### src/rtl/id_ex_stage_if.sv
// ID-to-EX bundle: decoded operands/control from ID and the load-use stall back to ID.
// master = ID stage driving the fields, slave = the ID/EX register.
interface id_ex_stage_if #(
    parameter int DATA_W = 32,
    parameter int REG_AW = 5
);
    logic              id_valid;
    logic [REG_AW-1:0] id_rs_addr;
    logic [REG_AW-1:0] id_rt_addr;
    logic [DATA_W-1:0] id_rs_data;
    logic [DATA_W-1:0] id_rt_data;
    logic [DATA_W-1:0] id_imm;
    logic              id_alusrc;
    logic [3:0]        id_aluop;
    logic [4:0]        id_shamt;
    logic [REG_AW-1:0] id_rd_addr;
    logic              id_regwrite;
    logic              id_memread;
    logic              id_memwrite;
    logic              id_memtoreg;
    logic              stall_id;

    modport master (
        output id_valid, id_rs_addr, id_rt_addr, id_rs_data, id_rt_data, id_imm,
               id_alusrc, id_aluop, id_shamt, id_rd_addr, id_regwrite, id_memread,
               id_memwrite, id_memtoreg,
        input  stall_id
    );

    modport slave (
        input  id_valid, id_rs_addr, id_rt_addr, id_rs_data, id_rt_data, id_imm,
               id_alusrc, id_aluop, id_shamt, id_rd_addr, id_regwrite, id_memread,
               id_memwrite, id_memtoreg,
        output stall_id
    );
endinterface

### src/rtl/id_ex_stage.sv
// ID/EX pipeline register with EX/MEM and MEM/WB operand forwarding,
// load-use bubble insertion, flush handling and a saturating bubble counter.
module id_ex_stage #(
    parameter int DATA_W = 32,
    parameter int REG_AW = 5,
    parameter int CNT_W  = 16
) (
    input  logic              clk,
    input  logic              rst_n,
    id_ex_stage_if.slave      id,
    input  logic              flush,
    input  logic              exm_regwrite,
    input  logic [REG_AW-1:0] exm_rd_addr,
    input  logic [DATA_W-1:0] exm_result,
    input  logic              mw_regwrite,
    input  logic [REG_AW-1:0] mw_rd_addr,
    input  logic [DATA_W-1:0] mw_result,
    output logic [DATA_W-1:0] alu_a,
    output logic [DATA_W-1:0] alu_b,
    output logic [3:0]        alu_op,
    output logic [4:0]        alu_shamt,
    output logic [DATA_W-1:0] ex_store_data,
    output logic              ex_valid,
    output logic              ex_regwrite,
    output logic              ex_memread,
    output logic              ex_memwrite,
    output logic              ex_memtoreg,
    output logic [REG_AW-1:0] ex_rd_addr,
    output logic [CNT_W-1:0]  bubble_cnt
);

    function automatic logic [CNT_W-1:0] sat_inc(input logic [CNT_W-1:0] c);
        return (&c) ? c : c + 1'b1;
    endfunction

    function automatic logic [DATA_W-1:0] fwd(
        input logic [REG_AW-1:0] r,
        input logic [DATA_W-1:0] d,
        input logic              ew,
        input logic [REG_AW-1:0] ea,
        input logic [DATA_W-1:0] ed,
        input logic              ww,
        input logic [REG_AW-1:0] wa,
        input logic [DATA_W-1:0] wd
    );
        if (ew && (ea != '0) && (ea == r))
            return ed;
        else if (ww && (wa != '0) && (wa == r))
            return wd;
        else
            return d;
    endfunction

    logic              vld_p1;
    logic              regwrite_p1, memread_p1, memwrite_p1, memtoreg_p1, alusrc_p1;
    logic [REG_AW-1:0] rd_p1, rs_p1, rt_p1;
    logic [3:0]        aluop_p1;
    logic [4:0]        shamt_p1;
    logic [DATA_W-1:0] rs_data_p1, rt_data_p1, imm_p1;
    logic [CNT_W-1:0]  bubble_cnt_q;
    logic [DATA_W-1:0] fwd_rs, fwd_rt;
    logic              bubble;

    // Load in EX whose destination feeds the instruction waiting in ID.
    assign id.stall_id = id.id_valid & vld_p1 & memread_p1 & (rd_p1 != '0) &
                         ((rd_p1 == id.id_rs_addr) |
                          ((rd_p1 == id.id_rt_addr) & ~id.id_alusrc) |
                          id.id_memwrite);

    assign bubble = flush | id.stall_id;

    // ---- ID -> EX register boundary ----
    always_ff @(posedge clk or negedge rst_n) begin
        if (!rst_n) begin
            vld_p1       <= 1'b0;
            regwrite_p1  <= 1'b0;
            memread_p1   <= 1'b0;
            memwrite_p1  <= 1'b0;
            memtoreg_p1  <= 1'b0;
            alusrc_p1    <= 1'b0;
            rd_p1        <= '0;
            rs_p1        <= '0;
            rt_p1        <= '0;
            aluop_p1     <= '0;
            shamt_p1     <= '0;
            rs_data_p1   <= '0;
            rt_data_p1   <= '0;
            imm_p1       <= '0;
            bubble_cnt_q <= '0;
        end else if (bubble) begin
            vld_p1       <= 1'b0;
            regwrite_p1  <= 1'b0;
            memread_p1   <= 1'b0;
            memwrite_p1  <= 1'b0;
            memtoreg_p1  <= 1'b0;
            alusrc_p1    <= 1'b0;
            rd_p1        <= '0;
            rs_p1        <= '0;
            rt_p1        <= '0;
            aluop_p1     <= '0;
            shamt_p1     <= '0;
            rs_data_p1   <= '0;
            rt_data_p1   <= '0;
            imm_p1       <= '0;
            bubble_cnt_q <= sat_inc(bubble_cnt_q);
        end else begin
            vld_p1       <= id.id_valid;
            regwrite_p1  <= id.id_regwrite;
            memread_p1   <= id.id_memread;
            memwrite_p1  <= id.id_memwrite;
            memtoreg_p1  <= id.id_memtoreg;
            alusrc_p1    <= id.id_alusrc;
            rd_p1        <= id.id_rd_addr;
            rs_p1        <= id.id_rs_addr;
            rt_p1        <= id.id_rt_addr;
            aluop_p1     <= id.id_aluop;
            shamt_p1     <= id.id_shamt;
            rs_data_p1   <= id.id_rs_data;
            rt_data_p1   <= id.id_rt_data;
            imm_p1       <= id.id_imm;
        end
    end

    // ---- EX operand forwarding ----
    assign fwd_rs = fwd(rs_p1, rs_data_p1, exm_regwrite, exm_rd_addr, exm_result,
                        mw_regwrite, mw_rd_addr, mw_result);
    assign fwd_rt = fwd(rt_p1, rt_data_p1, exm_regwrite, exm_rd_addr, exm_result,
                        mw_regwrite, mw_rd_addr, mw_result);

    assign alu_a         = fwd_rs;
    assign alu_b         = alusrc_p1 ? imm_p1 : fwd_rt;
    assign ex_store_data = fwd_rt;
    assign alu_op        = aluop_p1;
    assign alu_shamt     = shamt_p1;
    assign ex_valid      = vld_p1;
    assign ex_regwrite   = regwrite_p1;
    assign ex_memread    = memread_p1;
    assign ex_memwrite   = memwrite_p1;
    assign ex_memtoreg   = memtoreg_p1;
    assign ex_rd_addr    = rd_p1;
    assign bubble_cnt    = bubble_cnt_q;

endmodule

### src/flat_wrapper.sv
// flat-port wrapper written by rule: the top's interface ports become plain ports
module id_ex_stage_flat 
#(
    parameter int DATA_W = 32,
    parameter int REG_AW = 5,
    parameter int CNT_W  = 16
)
  (clk, rst_n, flush, exm_regwrite, exm_rd_addr, exm_result, mw_regwrite, mw_rd_addr, mw_result, alu_a, alu_b, alu_op, alu_shamt, ex_store_data, ex_valid, ex_regwrite, ex_memread, ex_memwrite, ex_memtoreg, ex_rd_addr, bubble_cnt, id_id_valid, id_id_rs_addr, id_id_rt_addr, id_id_rs_data, id_id_rt_data, id_id_imm, id_id_alusrc, id_id_aluop, id_id_shamt, id_id_rd_addr, id_id_regwrite, id_id_memread, id_id_memwrite, id_id_memtoreg, id_stall_id);
  id_ex_stage_if #(.DATA_W(DATA_W), .REG_AW(REG_AW)) id_i ();
  input  logic clk;
  input  logic rst_n;
  input  logic flush;
  input  logic exm_regwrite;
  input  logic [REG_AW-1:0] exm_rd_addr;
  input  logic [DATA_W-1:0] exm_result;
  input  logic mw_regwrite;
  input  logic [REG_AW-1:0] mw_rd_addr;
  input  logic [DATA_W-1:0] mw_result;
  output logic [DATA_W-1:0] alu_a;
  output logic [DATA_W-1:0] alu_b;
  output logic [3:0] alu_op;
  output logic [4:0] alu_shamt;
  output logic [DATA_W-1:0] ex_store_data;
  output logic ex_valid;
  output logic ex_regwrite;
  output logic ex_memread;
  output logic ex_memwrite;
  output logic ex_memtoreg;
  output logic [REG_AW-1:0] ex_rd_addr;
  output logic [CNT_W-1:0] bubble_cnt;
  input wire logic [$bits(id_i.id_valid)-1:0] id_id_valid;
  input wire logic [$bits(id_i.id_rs_addr)-1:0] id_id_rs_addr;
  input wire logic [$bits(id_i.id_rt_addr)-1:0] id_id_rt_addr;
  input wire logic [$bits(id_i.id_rs_data)-1:0] id_id_rs_data;
  input wire logic [$bits(id_i.id_rt_data)-1:0] id_id_rt_data;
  input wire logic [$bits(id_i.id_imm)-1:0] id_id_imm;
  input wire logic [$bits(id_i.id_alusrc)-1:0] id_id_alusrc;
  input wire logic [$bits(id_i.id_aluop)-1:0] id_id_aluop;
  input wire logic [$bits(id_i.id_shamt)-1:0] id_id_shamt;
  input wire logic [$bits(id_i.id_rd_addr)-1:0] id_id_rd_addr;
  input wire logic [$bits(id_i.id_regwrite)-1:0] id_id_regwrite;
  input wire logic [$bits(id_i.id_memread)-1:0] id_id_memread;
  input wire logic [$bits(id_i.id_memwrite)-1:0] id_id_memwrite;
  input wire logic [$bits(id_i.id_memtoreg)-1:0] id_id_memtoreg;
  output wire logic [$bits(id_i.stall_id)-1:0] id_stall_id;
  assign id_i.id_valid = id_id_valid;
  assign id_i.id_rs_addr = id_id_rs_addr;
  assign id_i.id_rt_addr = id_id_rt_addr;
  assign id_i.id_rs_data = id_id_rs_data;
  assign id_i.id_rt_data = id_id_rt_data;
  assign id_i.id_imm = id_id_imm;
  assign id_i.id_alusrc = id_id_alusrc;
  assign id_i.id_aluop = id_id_aluop;
  assign id_i.id_shamt = id_id_shamt;
  assign id_i.id_rd_addr = id_id_rd_addr;
  assign id_i.id_regwrite = id_id_regwrite;
  assign id_i.id_memread = id_id_memread;
  assign id_i.id_memwrite = id_id_memwrite;
  assign id_i.id_memtoreg = id_id_memtoreg;
  assign id_stall_id = id_i.stall_id;
  id_ex_stage #(.DATA_W(DATA_W), .REG_AW(REG_AW), .CNT_W(CNT_W)) u_core (.clk(clk), .rst_n(rst_n), .id(id_i), .flush(flush), .exm_regwrite(exm_regwrite), .exm_rd_addr(exm_rd_addr), .exm_result(exm_result), .mw_regwrite(mw_regwrite), .mw_rd_addr(mw_rd_addr), .mw_result(mw_result), .alu_a(alu_a), .alu_b(alu_b), .alu_op(alu_op), .alu_shamt(alu_shamt), .ex_store_data(ex_store_data), .ex_valid(ex_valid), .ex_regwrite(ex_regwrite), .ex_memread(ex_memread), .ex_memwrite(ex_memwrite), .ex_memtoreg(ex_memtoreg), .ex_rd_addr(ex_rd_addr), .bubble_cnt(bubble_cnt));
endmodule
### config.mk
export PLATFORM = sky130hd
export DESIGN_NAME = id_ex_stage_flat
export DESIGN_NICKNAME = d
export VERILOG_FILES = /design/src/rtl/id_ex_stage_if.sv /design/src/rtl/id_ex_stage.sv /design/src/flat_wrapper.sv
export SDC_FILE = /design/constraint.sdc
export NUM_CORES = 1
export LEC_CHECK = 0
export CAP_MARGIN = 10
export CORE_MARGIN = 2
export CORE_UTILIZATION = 44
export DETAILED_ROUTE_END_ITERATION = 12
export PLACE_DENSITY = 0.86
export SLEW_MARGIN = 20
export SYNTH_ARGS = -nofsm -noshare
export SYNTH_HDL_FRONTEND = slang
export SYNTH_SLANG_ARGS = --single-unit
### constraint.sdc
create_clock -name clk -period 3.4 [get_ports clk]
set_clock_uncertainty 0.15 [all_clocks]
set_input_delay 0.34 -clock clk [delete_from_list [all_inputs] [get_ports clk]]
set_output_delay 0.34 -clock clk [all_outputs]
set_load 0.01 [all_outputs]
After elaboration in Yosys (flattened, before gate mapping)
Cells that the tools add are included.
{"block": "word_totals", "regBits": 142, "in_bits": 205, "output_inout_bits": 132, "word_cells": 62}
{"block": "op_classes", "n_addsub": 1, "eq_ne": 6, "muxes": 19, "bitwise": 10, "reduce_logical": 11}
{"op": "32-bit two-way mux", "count": 8}
{"op": "5-bit == test", "count": 6}
{"op": "5-bit two-way mux", "count": 4}
{"op": "16-bit by 1-bit adder with 16-bit output (second input constant)", "count": 1}
{"op": "16-bit AND reduction", "count": 1}
{"op": "5-bit nonzero test", "count": 3}
{"op": "1-bit logical AND", "count": 6}
{"op": "1-bit two-way mux", "count": 6}
{"op": "1-bit AND", "count": 5}
{"op": "4-bit two-way mux", "count": 1}
{"op": "1-bit OR", "count": 3}
{"op": "1-bit inverter", "count": 2}
{"op": "2-bit AND reduction", "count": 1}

Longest topological paths before layout
Gate-level depths: netlist of the first run.
{"block": "depth", "word_depth": 7, "ltp_mapped": 8, "depth_no_buf": 7}

Worst setup path before layout of the first run
No wires, ideal clock.
{"block": "synth_timing", "kind": "input to output", "startpoint": "input port exm_rd_addr[0]", "endpoint": "output port alu_b[10]", "t_arrival_ns": 1.941, "required_ns": 2.910, "setup_slack_ns": 0.969, "path_stages": 8, "path_buffers": 2, "path_cell_list": "or4_1 o21ai_2 or3_1 buf_4 buf_4 nor2_1 a21oi_1 mux2_2"}
{"block": "synth_between", "elab_chain_cells": 5, "word_cells_on_any_way": 6}
{"item": "start: declaration", "line_no": "flat_wrapper.sv:14", "source": "input logic [REG_AW-1:0] exm_rd_addr;"}
{"item": "5-bit nonzero test", "line_no": "id_ex_stage.sv:46", "source": "if (ew && (ea != '0) && (ea == r))"}
{"item": "1-bit logical AND", "line_no": "id_ex_stage.sv:46"}
{"item": "1-bit logical AND *", "line_no": "id_ex_stage.sv:46"}
{"item": "32-bit two-way mux *", "line_no": "id_ex_stage.sv:46"}
{"item": "named net ex_store_data[10]", "line_no": "flat_wrapper.sv:23", "source": "output logic [DATA_W-1:0] ex_store_data;"}
{"item": "32-bit two-way mux *", "line_no": "id_ex_stage.sv:131", "source": "assign alu_b = alusrc_p1 ? imm_p1 : fwd_rt;"}
{"item": "end: declaration", "line_no": "flat_wrapper.sv:20", "source": "output logic [DATA_W-1:0] alu_b;"}
The timed path passes the listed nets; every way through them passes the cells marked *.

Final worst setup path of the first run
{"block": "layout_timing", "startpoint": "input port exm_rd_addr[0]", "endpoint": "output port alu_b[0]"}
{"block": "layout_between", "elab_chain_cells": 5, "word_cells_on_any_way": 6}
{"item": "5-bit nonzero test", "line_no": "id_ex_stage.sv:46"}
{"item": "1-bit logical AND", "line_no": "id_ex_stage.sv:46"}
{"item": "1-bit logical AND *", "line_no": "id_ex_stage.sv:46"}
{"item": "32-bit two-way mux *", "line_no": "id_ex_stage.sv:46"}
{"item": "32-bit two-way mux *", "line_no": "id_ex_stage.sv:131"}
Every way passes the cells marked *; elsewhere a longest branch is shown, timed or not.

==> flow_summary.ini, run 1 <==
[routing]
via_count = 6269
drc = 0
dr.pass1.iters = 5
final_antenna_net_count = 0
routed_wl_mm = 23.4
drt_iter0_markers = 202
wl_per_cell_um = 18.6
viasPerCell = 4.99

[timing]
hold_viol_final = 0
fin_crit_sh = 0.978
finalSetupViolCount = 0
fin_crit_ns = 3.32
hold_ws_ns = 0.321
fmax_mhz = 301
worst_pin_slew_ns = 1.08
fin_tns_setup_ns = 0
maxSlewViolCount = 0
max_slew_margin = 0.278

[finish]
layout_common_cells = clkdlybuf4s50_1, dfrtp_1, and2_1
area_growth_pct = 67.9
utilization = 0.747
fin_area_sq_mm = 0.0117
layout_commonest_cell = clkdlybuf4s50_1
drive_gt1_frac = 0.126
nNetsFinal = 1234
diodes = 0

[clocking]
clock_latency_ns = 0.42
numCtsBuffers = 17
clockRootBuffer = clkbuf_16
cts_max_level = 4
clk_pin_slew_ns = 0.06
clock-sinks = 142
clockBufferDepth = 2
cts_tree = done

[setup_path]
critPathLaunchType = primary input
cp-startpoint = exm_rd_addr[0]
path_max_fanout = 13
r2r-end = u_core.rs_data_p1[10]
r2r_slack_ns = 1.03
end_kind = output pin
critPathRequiredTime_ns = 2.91
crit_type = in2out
rr_worst_depth = 6
cp.arrival_ns = 2.83
reg2reg_from = u_core.ex_rd_addr[0]

[global_route]
grtUsageTotal = 0.267
grt-ovfl-total = 0
grt_max_degree = 99
grt_pass1_vias = 6386
grt_pass1_wl_mm = 34.0
antenna_found_initial = 0

[power_and_ir_drop]
ir_drop_mv = 0.535
finalPower_mw = 5.22
p_leak_nw = 5.04
power.density_mw_per_mm2 = 446

[floorplan]
die_area_sq_mm = 0.0169
die_w_um = 130
core_sq_mm = 0.0157
die_y_um = 130
ioPinCount = 337
start_util = 0.445
std_cell_rows = 46

[logic_synthesis]
syn_inst = 670
synth.distinct_cells = 38
synth_warnings = 0
syn_nets = 876
synth_top_area_cell = dfrtp_1
yosysSeqAreaShare = 0.510
syn-cell-area_sq_mm = 0.00697
synth_top_area_frac = 0.510
syn_avg_cell_area_sq_um = 10.4
synth-seq-cells = 142
synth.area.top_cells = dfrtp_1, and2_1, mux2i_1, mux2_2, xor2_1

[outcome]
status = completed

[worst_hold_path]
whs_endpoint = u_core.alu_op[0]
hold_start = id_id_aluop[0]
hold_path.class = in2reg
hold_depth = 2

[place]
dpl_cell_area_sq_mm = 0.0109
post-dp-hpwl_mm = 17.1
gp_congestion = 0.832
port_buffers = 336

[job]
maxCapViolations = 0
worst max-delay path by stage:
| stage | end |
|---|---|
| after floorplan | alu_b[10] |
| after detailed placement | alu_b[10] |
| after global placement | alu_b[18] |
| final | alu_b[0] |
| after CTS | alu_b[10] |
| after global routing | alu_a[1] |
synth_stat cells, drive strengths merged:
master,count
dfrtp,142
and2,125
nor2,56
nand2,55
mux2i,53
o21ai,34
clkbuf,26
xor2,25
mux2,24
a21oi,23
xnor2,18
buf,14
nor2b,12
a211oi,11
nand3,11
o31ai,11
nor3,8
nand4,4
nor4,3
and3,2
nor3b,2
or4,2
a21o,1
a31oi,1
a41oi,1
ha,1
nand2b,1
nand3b,1
nor4b,1
o21a,1
or3,1
critical path: stages:
cell and delay, ns:
clkdlybuf4s50_1 0.46, or4_4 0.57, o21ai_2 0.16, or3_4 0.21, buf_12 0.16, nor2_1 0.05
a21oi_1 0.18, mux2_2 0.18, clkdlybuf4s50_1 0.53
flip-flops by register name, indices dropped and copies added, names as in the netlist, 4 cells and up:
name	count
u_core.alu_op	4
u_core.alu_shamt	5
u_core.bubble_cnt	16
u_core.ex_rd_addr	5
u_core.imm_p1	32
u_core.rs_data_p1	32
u_core.rs_p1	5
u_core.rt_data_p1	32
u_core.rt_p1	5
per-stage QoR:
| stage | std cells | worst slack (ns) |
|---|---|---|
| after floorplan | 670 | 0.969 |
| after global placement | 1220 | -0.111 |
| after detailed placement | 1220 | -0.194 |
| after CTS | 1255 | -0.0579 |
| after global routing | 1257 | -0.0494 |
| final | 1257 | 0.0751 |
layout make-up:
class                           count  area (sq um)
Clock buffer                       23           498
Fill cell                        1119          3960
Multi-Input combinational cell    488          3320
Tap cell                          216           270
Timing Repair Buffer              379          3850
Sequential cell                   142          3550
Clock inverter                      9           201
per-layer routing:
metal	part of all wire	global-route usage	vias up	wire length (um)
met2	0.51	0.458	270	11900
li1	-	-	2953	-
met5	0	0	-	0
met4	0.033	0.118	0	766
met1	0.37	0.305	3003	8650
met3	0.092	0.0890	43	2150
report_power, final:
| group | internal [mW] | switching (mW) |
|---|---|---|
| clock | 1.48 | 0.698 |
| combinational | 0.659 | 0.435 |
| sequential | 1.83 | 0.123 |
| total | 3.96 | 1.26 |
cells by family after synthesis:
group	Yosys count	synth area share
adders and majority gates	1	0.00180
xor gates and xnor gates	43	0.0540
AOI/OAI and AO/OA	83	0.0750
DFF	142	0.510
muxes	77	0.115
buffers and inverters	40	0.0289
and+or+nand+nor	284	0.215
timing repair:
action                                  4_1_cts  5_1_grt
hold endpoints to repair                     66        0
endpoints found under the setup margin       71       35
gates resized for setup                      32       25
pin swaps                                     9        5
hold buffers                                  1        0
gates cloned                                  0        1
buffers inserted                              2        1
No activity file was read; power rests on OpenSTA's default activity.
==> inputs of run 2 (changes only) <==
- CELL_PAD_IN_SITES_DETAIL_PLACEMENT: not set -> 2
- CELL_PAD_IN_SITES_GLOBAL_PLACEMENT: not set -> 2
- CORE_UTILIZATION: 44 -> 26
- GPL_TIMING_DRIVEN: not set -> 0
- PLACE_DENSITY: 0.86 -> 0.87
==> flow_summary.ini, run 2 (same netlist as run 1, synthesis figures left out) <==
[finish]
layout_commonest_cell = clkdlybuf4s50_1
area_growth_pct = 69.7
drive_gt1_frac = 0.132
utilization = 0.451
fillers = 2705
multi_input_area_sq_mm = 0.00340
fin_area_sq_mm = 0.0118
fin_cells = 1394
layout_common_cells = clkdlybuf4s50_1, dfrtp_1, and2_1
seq_area_sq_mm = 0.00355
nNetsFinal = 1249
top_regs = u_core.imm_p1: 32 flops, u_core.rs_data_p1: 32 flops, u_core.rt_data_p1: 32 flops

[place]
pre_cts_ws_ns = -0.610
dpl_cell_area_sq_mm = 0.0108
port_buffers = 336
place_inst = 1342
gp_congestion = 0.794
post-dp-hpwl_mm = 24.0

[global_route]
grt_max_degree = 85
grtUsageTotal = 0.232
grt_pass1_wl_mm = 48.5
grt-ovfl-total = 0
antenna_found_initial = 7
grt_pass1_vias = 7817

[power_and_ir_drop]
power.density_mw_per_mm2 = 438
finalPower_mw = 5.18
p_leak_nw = 5.16
ir_drop_mv = 0.229

[floorplan]
die_w_um = 168
die_area_sq_mm = 0.0281
start_util = 0.266
ioPinCount = 337
die_y_um = 168
std_cell_rows = 59
core_sq_mm = 0.0262

[timing]
fin_tns_setup_ns = 0
maxSlewViolCount = 0
max_slew_margin = 0.475
worst_pin_slew_ns = 0.788
finalSetupViolCount = 0
fmax_mhz = 301
rsz0062_at_grt = yes
hold_viol_final = 0
worst_slack_ns = 0.0741
fin_crit_sh = 0.978
hold_ws_ns = 0.282
fin_crit_ns = 3.33

[setup_path]
critPathBufInv = 5
path_max_fanout = 10
critPathRequiredTime_ns = 2.91
r2r_slack_ns = 0.58
reg2reg_from = u_core.ex_rd_addr[1]
cp_slowest_cell = clkdlybuf4s50_1
path_cells = clkdlybuf4s50_1, or4_4, o21ai_4, buf_4, nor4_4, buf_12, clkbuf_4, o21ai_0, clkdlybuf4s50_1
rr_worst_depth = 7
cp.arrival_ns = 2.84
r2r-end = u_core.imm_p1[3]
cp_common_cell = clkdlybuf4s50_1
path_delay_family = buffers and inverters
cp_slowest_stage_delay_ns = 0.57
critPathLaunchType = primary input
end_kind = output pin
crit_type = in2out

[clocking]
clock_latency_ns = 0.42
numCtsBuffers = 17
cts_max_level = 4
cts_tree = done
clockBufferDepth = 2
clockRootBuffer = clkbuf_16
clock-sinks = 142
clk_pin_slew_ns = 0.07

[routing]
viasPerCell = 4.71
drc = 0
drt_iter0_markers = 200
final_antenna_net_count = 0
dr.pass1.iters = 4
wl_per_cell_um = 23.1
via_count = 6561
routed_wl_mm = 32.1

[outcome]
status = completed

[job]
maxCapViolations = 0

[worst_hold_path]
hold_path.class = in2async
## run 2: cell count changes in the layout (fill, tap and decap cells not counted), sizes merged
cell / before / now
inv: 1 / 2
clkinv: 1 / 4
dlygate4sd2: 26 / 53
bufinv: 6 / 5
buf: 43 / 33
dlymetal6s2s: 12 / 17
clkbuf: 24 / 44
clkdlybuf4s50: 295 / 264
diode: 0 / 4
## run 2: layout make-up
cell class,instances,share of cell area
flip-flops and latches,142,0.300
repair buffers,354,0.297
multi-input cells,488,0.288
clock buffers,19,0.0366
well taps,335,0.0354
plain buffers,40,0.0239
clock inverters,12,0.0178
diodes,4,0.000846
## run 2: metal layers
layer	up-vias	wire, um	global-route usage
li1	2984	-	-
met1	3285	12400	0.258
met2	234	16900	0.418
met3	52	2140	0.0704
met4	6	772	0.0854
met5	-	34	0
## run 2: worst max-delay path by stage
stage                    from                     to  slack (ns)  depth (start not counted)
2_1_floorplan  exm_rd_addr[0]              alu_b[10]        0.97                          8
3_3_place_gp            rst_n  u_core.rs_data_p1[25]       -4.38                          1
3_5_place_dp    mw_rd_addr[3]              alu_b[22]       -0.61                          9
4_1_cts         mw_rd_addr[4]              alu_a[26]       -0.04                          9
5_1_grt        exm_rd_addr[4]              alu_a[26]       -0.05                         10
6_report       exm_rd_addr[4]              alu_a[26]        0.07                          9
## run 2: timing repair
action | CTS | global route
hold buffers | 1 | 0
pin swaps | 12 | 3
setup buffers | 15 | 1
endpoints found under the setup margin | 96 | 39
hold endpoints to repair | 58 | 0
gates resized for setup | 118 | 28
## run 2: worst register-to-register path, delay by kind of cell (launching register included)
family                 cells  cell delay, ns
buffers and inverters      2            1.10
AO/OA/AOI/OAI              3            0.56
AND/OR/NAND/NOR            2            0.51
flip-flops                 1            0.44
## run 2: power breakdown
part           leakage (nW)  internal [mW]  switching (mW)
Sequential             1.82           1.82           0.111
Combinational          3.03          0.642           0.505
Clock                 0.308           1.31           0.785
==> inputs of run 3 (changes only) <==
- CTS_CLUSTER_SIZE: not set -> 16
- PLACE_DENSITY: 0.87 -> 0.89
==> flow_summary.ini, run 3 (same netlist as run 1, synthesis figures left out) <==
[setup_path]
path_cells = dlygate4sd2_1, or4_4, o21ai_4, nor3_4, buf_12, buf_6, buf_4, mux2i_2, a21oi_2, clkdlybuf4s50_1
crit_type = in2out
cp_slowest_stage_delay_ns = 0.57
reg2reg_from = u_core.ex_rd_addr[1]
critPathLaunchType = primary input
cp_slowest_cell = clkdlybuf4s50_1
path_max_fanout = 5
cp-startpoint = mw_rd_addr[0]
cp.arrival_ns = 2.82
end_kind = output pin
critPathRequiredTime_ns = 2.91

[global_route]
grt_pass1_vias = 7708
grtUsageTotal = 0.232
gr-usage-met1 = 0.259
antenna_found_initial = 3
met3_usage = 0.0570
grt-ovfl-total = 0
grt_max_degree = 82
top_usage_layer = met2
grt_util_met2 = 0.429
grt_pass1_wl_mm = 48.2

[timing]
hold_ws_ns = 0.297
worst_pin_slew_ns = 0.706
finalSetupViolCount = 0
fmax_mhz = 302
hold_viol_final = 0
max_slew_margin = 0.529
fin_crit_sh = 0.973
fin_crit_ns = 3.31
maxSlewViolCount = 0

[clocking]
clk_pin_slew_ns = 0.07
clockRootBuffer = clkbuf_16
clockBufferDepth = 2
clock_latency_ns = 0.42
cts_tree = done
cts_max_level = 4
numCtsBuffers = 17
clock-sinks = 142

[routing]
via_count = 6526
drc = 0
drt_iter0_markers = 163
routed_wl_mm = 32.2
viasPerCell = 4.69
wl_per_cell_um = 23.1
final_antenna_net_count = 0
dr.pass1.iters = 4

[floorplan]
core_sq_mm = 0.0262
start_util = 0.266
die_area_sq_mm = 0.0281
ioPinCount = 337
std_cell_rows = 59
die_y_um = 168
die_w_um = 168

[finish]
nNetsFinal = 1249
drive_gt1_frac = 0.136
area_growth_pct = 69.6
layout_commonest_cell = clkdlybuf4s50_1
layout_common_cells = clkdlybuf4s50_1, dfrtp_1, and2_1
top_regs = u_core.imm_p1: 32 flops, u_core.rs_data_p1: 32 flops, u_core.rt_data_p1: 32 flops
utilization = 0.451

[place]
port_buffers = 336
gp_congestion = 0.784
post-dp-hpwl_mm = 24.3

[power_and_ir_drop]
p_leak_nw = 4.97
power.density_mw_per_mm2 = 432
finalPower_mw = 5.11
ir_drop_mv = 0.274

[worst_hold_path]
hold_path.class = in2async

[job]
maxCapViolations = 0

[outcome]
status = completed
==> run 3: cell types whose count changed in the layout (fill, tap and decap cells not counted), sizes merged <==
cell           delta
clkdlybuf4s50    +24
dlygate4sd2      -13
dlymetal6s2s     -11
clkbuf            -3
buf               +2
clkinvlp          +2
bufinv            -1
clkinv            -1
diode             -1
==> run 3: per-stage QoR <==
| stage | cells | setup WS, ns | cell area, sq um | setup TNS (ns) |
|---|---|---|---|---|
| global route | 1391 | -0.0402 | 11800 | -0.0402 |
| global placement | 1341 | -4.25 | 10800 | -643.42 |
| CTS | 1388 | 0.00307 | 11700 | 0 |
| finish | 1392 | 0.0934 | 11800 | 0 |
| floorplan | 670 | 0.969 | 6970 | 0 |
| detailed placement | 1342 | -0.714 | 10800 | -34.78 |
==> run 3: critical path, delay by kind of cell <==
kind / cells / cell delay, ns
mux: 1 / 0.15
buf+inv: 5 / 1.26
simple gates: 2 / 0.64
compound gates: 2 / 0.41
==> run 3: worst paths after layout <==
check	slack [ns]	to	depth (start not counted)
max in group asynchronous	1.99	u_core.rt_data_p1[24]	3
setup reg to reg	0.51	u_core.imm_p1[7]	7
hold / removal	0.30	u_core.rs_data_p1[4]	2
setup / recovery	0.09	ex_store_data[31]	10
hold reg to reg	0.37	u_core.bubble_cnt[11]	1
min in group clk	0.33	u_core.ex_rd_addr[0]	2
==> run 3: timing repair <==
| item | in CTS | in global routing |
|---|---|---|
| endpoints found under the setup margin | 96 | 32 |
| pin swaps | 18 | 6 |
| hold buffers | 1 | 0 |
| cloned | 1 | 0 |
| gates resized for setup | 109 | 16 |
| endpoints found under the hold margin | 61 | 0 |
| setup buffers | 16 | 1 |
==> run 3: layout make-up <==
type / count / area (sq um)
multi-input cells: 488 / 3400
diodes: 3 / 7.51
clock inverters: 12 / 186
flip-flops and latches: 142 / 3550
well taps: 335 / 419
plain buffers: 38 / 283
fillers: 2694 / 14400
repair buffers: 356 / 3530
clock buffers: 18 / 439
==> run 3: per-layer routing <==
layer,vias up,share of wire
li1,2993,-
met1,3244,0.39
met2,236,0.53
met3,53,0.056
met4,0,0.026
met5,-,0
==> run 3: power breakdown <==
group | total, mW | switching, mW | internal, mW
clock network | 2.01 | 0.763 | 1.25
logic | 1.15 | 0.500 | 0.654
registers | 1.94 | 0.120 | 1.82
total | 5.11 | 1.38 | 3.73
